$ cat src/rtl/seq_mult_pkg.sv
// Shared types and defaults for the sequential shift-and-add multiplier.
// Holds the control state encoding and the default operand width.
package seq_mult_pkg;

    localparam int MULT_N_DEFAULT = 4;

    typedef enum logic [1:0] {
        IDLE = 2'd0,
        CALC = 2'd1,
        HOLD = 2'd2
    } mult_state_e;

endpackage

$ cat src/rtl/cla_n.sv
// N-bit carry-lookahead adder: every carry is a flat sum of generate terms
// gated by the propagate chain above it, with no ripple between bits.
module cla_n #(
    parameter int N = 4
) (
    input  logic [N-1:0] a,
    input  logic [N-1:0] b,
    input  logic         ci,
    output logic [N-1:0] s,
    output logic         co
);

    logic [N-1:0] g;
    logic [N-1:0] pr;
    logic [N:0]   c;

    assign g  = a & b;
    assign pr = a ^ b;
    assign c[0] = ci;

    genvar gi;
    generate
        for (gi = 0; gi < N; gi++) begin : g_carry
            logic carry_v;
            logic prop_v;

            // c[gi+1] = g[gi] | p[gi]g[gi-1] | ... | p[gi..0]ci
            always_comb begin
                carry_v = 1'b0;
                for (int j = 0; j <= gi; j++) begin
                    prop_v = 1'b1;
                    for (int k = j + 1; k <= gi; k++) begin
                        prop_v = prop_v & pr[k];
                    end
                    carry_v = carry_v | (g[j] & prop_v);
                end
                prop_v = 1'b1;
                for (int k = 0; k <= gi; k++) begin
                    prop_v = prop_v & pr[k];
                end
                carry_v = carry_v | (prop_v & ci);
            end

            assign c[gi+1] = carry_v;
            assign s[gi]   = pr[gi] ^ c[gi];
        end
    endgenerate

    assign co = c[N];

endmodule

$ cat src/rtl/seq_mult_n.sv
// Sequential unsigned multiplier: one conditional add plus right shift per
// cycle through cla_n, product handed off on a valid/ready interface.
module seq_mult_n
    import seq_mult_pkg::*;
#(
    parameter int N = MULT_N_DEFAULT
) (
    input  logic           clk,
    input  logic           rst_n,
    input  logic           in_valid,
    output logic           in_ready,
    input  logic [N-1:0]   a,
    input  logic [N-1:0]   b,
    output logic           out_valid,
    input  logic           out_ready,
    output logic [2*N-1:0] p
);

    localparam int CW = $clog2(N) + 1;
    localparam logic [CW-1:0] LAST_CNT = CW'(N - 1);

    mult_state_e   state_q, state_d;
    logic [N-1:0]  mcand_q, mcand_d;
    logic [N-1:0]  acc_q, acc_d;
    logic [N-1:0]  mq_q, mq_d;
    logic [CW-1:0] cnt_q, cnt_d;

    logic [N-1:0]  addend;
    logic [N-1:0]  sum;
    logic          carry;

    assign addend = mq_q[0] ? mcand_q : '0;

    cla_n #(.N(N)) u_cla (
        .a  (acc_q),
        .b  (addend),
        .ci (1'b0),
        .s  (sum),
        .co (carry)
    );

    always_comb begin
        state_d = state_q;
        mcand_d = mcand_q;
        acc_d   = acc_q;
        mq_d    = mq_q;
        cnt_d   = cnt_q;
        case (state_q)
            IDLE: begin
                if (in_valid) begin
                    mcand_d = a;
                    mq_d    = b;
                    acc_d   = '0;
                    cnt_d   = '0;
                    state_d = CALC;
                end
            end
            CALC: begin
                // Carry-out drops into the top of acc; the low sum bit
                // shifts into mq as the multiplier bits retire.
                acc_d = {carry, sum[N-1:1]};
                mq_d  = {sum[0], mq_q[N-1:1]};
                cnt_d = cnt_q + CW'(1);
                if (cnt_q == LAST_CNT) begin
                    state_d = HOLD;
                end
            end
            HOLD: begin
                if (out_ready) begin
                    state_d = IDLE;
                end
            end
            default: state_d = IDLE;
        endcase
    end

    always_ff @(posedge clk) begin
        if (!rst_n) begin
            state_q <= IDLE;
            mcand_q <= '0;
            acc_q   <= '0;
            mq_q    <= '0;
            cnt_q   <= '0;
        end else begin
            state_q <= state_d;
            mcand_q <= mcand_d;
            acc_q   <= acc_d;
            mq_q    <= mq_d;
            cnt_q   <= cnt_d;
        end
    end

    assign in_ready  = (state_q == IDLE);
    assign out_valid = (state_q == HOLD);
    assign p         = {acc_q, mq_q};

endmodule

$ cat config.mk
export PLATFORM = sky130hd
export DESIGN_NAME = seq_mult_n
export DESIGN_NICKNAME = d
export VERILOG_FILES = /design/src/rtl/seq_mult_pkg.sv /design/src/rtl/cla_n.sv /design/src/rtl/seq_mult_n.sv
export SDC_FILE = /design/constraint.sdc
export NUM_CORES = 1
export LEC_CHECK = 0
export CORE_ASPECT_RATIO = 0.6
export CORE_UTILIZATION = 35
export CTS_BUF_LIST = sky130_fd_sc_hd__clkbuf_8
export CTS_CLUSTER_DIAMETER = 100
export CTS_CLUSTER_SIZE = 40
export DETAILED_ROUTE_END_ITERATION = 12
export SLEW_MARGIN = 5
export SYNTH_ARGS = -nofsm -noshare
export SYNTH_HDL_FRONTEND = slang
export SYNTH_SLANG_ARGS = --single-unit
$ cat constraint.sdc
create_clock -name clk -period 2.2 [get_ports clk]
set_input_delay 0.33 -clock clk [delete_from_list [all_inputs] [get_ports clk]]
set_output_delay 0.33 -clock clk [all_outputs]
set_load 0.02 [all_outputs]
==> metrics <==
outcome=complete, no violations; antenna viol nets, final=0; worst skew pair latency=260 ps; Design Power=692 uW; maximum vdd drop=0.000286 V; Final Wtd Congestion=0.772; final setup violating endpoints=0; worst reg2reg path depth=5; Fmax=0.536 GHz; WS Path Type=flop to output port; most frequent cell after synthesis=dfxtp_1; Worst Hold Path EP=mcand_q[3]$_SDFFE_PN0P_; Fillers=218; largest cells by area after synthesis=dfxtp_1 39%, ha_1 8.5%, nand2_1 6.0%, a21oi_1 5.1%, nand3_1 5.1%; Synthesized Nets=123; total track usage=16.5%; reg2reg end=acc_q[2]$_SDFFE_PN0P_; row count=13; diodes inserted=0; Worst EP required=1870 ps; CP Launch Point=state_q[1]$_SDFFE_PN0P_; CTS resizes=0; mapped cell area=880 um2; Non-Filler Instances=154; switching pwr=188 uW; Reg power frac=48.6%; main combinational cell family by area after synthesis=simple AND/OR/NAND/NOR gates; clk sinks=17; clock buffer depth=2; Syn Area/Cell=8.46 um2; WP data arrival=1540 ps; DR WL/cell=12.6 um; Comb pwr share=16.3%; Hold Path Stages=2; Async SR Flop Fraction=0%; Synth top area share=38.7%; Final period util=84.9%; critical path fanouts, max=7; Synth Area in Adders=10.8%; Net Sw Frac=27.2%; unrepaired setup endpoints after global routing=no; register area=340 um2; Setup Total Neg Slack=0 ps; Vias per Instance=5.02; clock-pin transition on the worst setup and hold timing paths=70 ps; initial antenna violation count=0; Clock power frac=35.2%; Worst Hold Slack=453 ps; first-pass GRT wire length=3110 um; Final Max Tran Viols=0; layout cell share with drive strength beyond 1=6.45%; grt ovf=0; overall routed net length=1940 um; commonest cells in the netlist=17 x dfxtp_1, 14 x nand2_1, 9 x a21oi_1, 9 x nand3_1, 9 x nor2_1; Post-synth top flop=dfxtp_1; Lkg Pwr=0.446 nW; PwrDens=607 nW/um2; Die H=40.8 um; total setup buffers inserted after CTS=0; post-synthesis cell type count=28; Tightest Pin Transition=532 ps; min cycle time layout=1870 ps; cell-internal power=504 uW; Die Span X=66.7 um; EDFF count, synth=0; HP Start=mcand_q[3]$_SDFFE_PN0P_; Clock H-tree levels=1; launch point of the worst reg-to-reg path=mq_q[0]$_SDFFE_PN0P_; HPWL after DPL=1420 um; Synth Area in XOR/XNOR=0.996%; Slew HR=64.5%; Hold WC Path Type=flop to flop; 1st-pass router iterations=4; IO Count=22; mux contribution to synthesized area=1.14%; Synth Area in Compound Gates=16.9%; r2r setup slk=530 ps; placed cell count=150; Yosys Warn Count=0; core area=2260 um2; Multi-input gate area=478 um2; die area=2720 um2; Yosys top cell by area=dfxtp_1; CTS tree=built; IO buf count=21; initial drt markers=31; Max-cap violations=0; crit start category=flop; Hold Buf Count CTS=0; largest net degree at the start of global routing=17; Synth Area in Simple Gates=24.5%; total CTS buffers=3; Vias=773; Worst setup EP type=output port; clock root cell=clkbuf_8; Total Nets Final=144; DRC viols=0; Layout area overhead=29.7%; vias in the first global route=680; register area share after synthesis=38.7%; Clock Skews=4.71 ps; flops & latches, synth=17; Starting Density=38.9%; Hold Violations, Final=0; Final Core Density=50.5%; Mapped Cells=104
## logic make-up (layout without fill, tap and decap cells)
group           count (synthesis)  after routing
simple gates                   44             44
compound gates                 22             22
flops                          17             17
buf+inv                        12             32
fa+ha+maj                       7              7
xor+xnor                        1              1
mux                             1              1
## layout make-up
| type | count | area share, % |
|---|---|---|
| clock inverters | 1 | 0.658 |
| multi-input cells | 75 | 41.9 |
| flip-flops and latches | 17 | 29.8 |
| repair buffers | 21 | 18.4 |
| well taps | 30 | 3.29 |
| clock buffers | 3 | 3.62 |
| inverters | 7 | 2.30 |
## layer usage
metal  up-vias  part of all wire [%]  global-route usage [%]
met5         -                     0                       0
met4         0                  0.36                    3.19
met3         2                   4.1                    6.67
met2        14                    45                    28.5
met1       354                    50                    19.8
li1        403                     -                       -
## how the worst max path moves through the flow
stage | end | slack [ps]
global placement | cnt_q[1]$_SDFFE_PN0P_ | 410
finish | in_ready | 330
CTS | in_ready | 330
floorplan | acc_q[2]$_SDFFE_PN0P_ | 530
global route | in_ready | 220
detailed placement | cnt_q[1]$_SDFFE_PN0P_ | 370
## stage by stage
stage | area, um2 | setup slack [ps]
after floorplan | 880 | 527
after global placement | 1090 | 412
after detailed placement | 1090 | 372
after CTS | 1140 | 327
after global routing | 1140 | 221
final | 1140 | 333
## state kept, by name (all words and copies together) (netlist names)
name	count
mcand_q	4
state_q	2
cnt_q	3
acc_q	4
mq_q	4
## cells in the final DEF (no fill, tap or decap), types with 4 or more instances in the layout
master | synthesis | final
clkdlybuf4s50_1 | 0 | 21
nand3_1 | 9 | 9
and2_1 | 4 | 4
ha_1 | 6 | 6
dfxtp_1 | 17 | 17
nor2_1 | 9 | 9
nand2_1 | 14 | 14
inv_1 | 7 | 7
a311oi_1 | 4 | 4
a21oi_1 | 9 | 9
## power groups by stage
stage,clock network [mW],logic [mW],registers [mW]
global route,0.269,0.123,0.339
finish,0.243,0.113,0.336
floorplan,0,0.0602,0.349
CTS,0.250,0.114,0.336
global placement,0,0.111,0.343
detailed placement,0,0.113,0.343
## worst max-delay path: stages (launching register included)
cell and delay (ps):
dfxtp_1 360, nor2_1 260, clkdlybuf4s50_1 660
(Power assumes the default switching activity.)
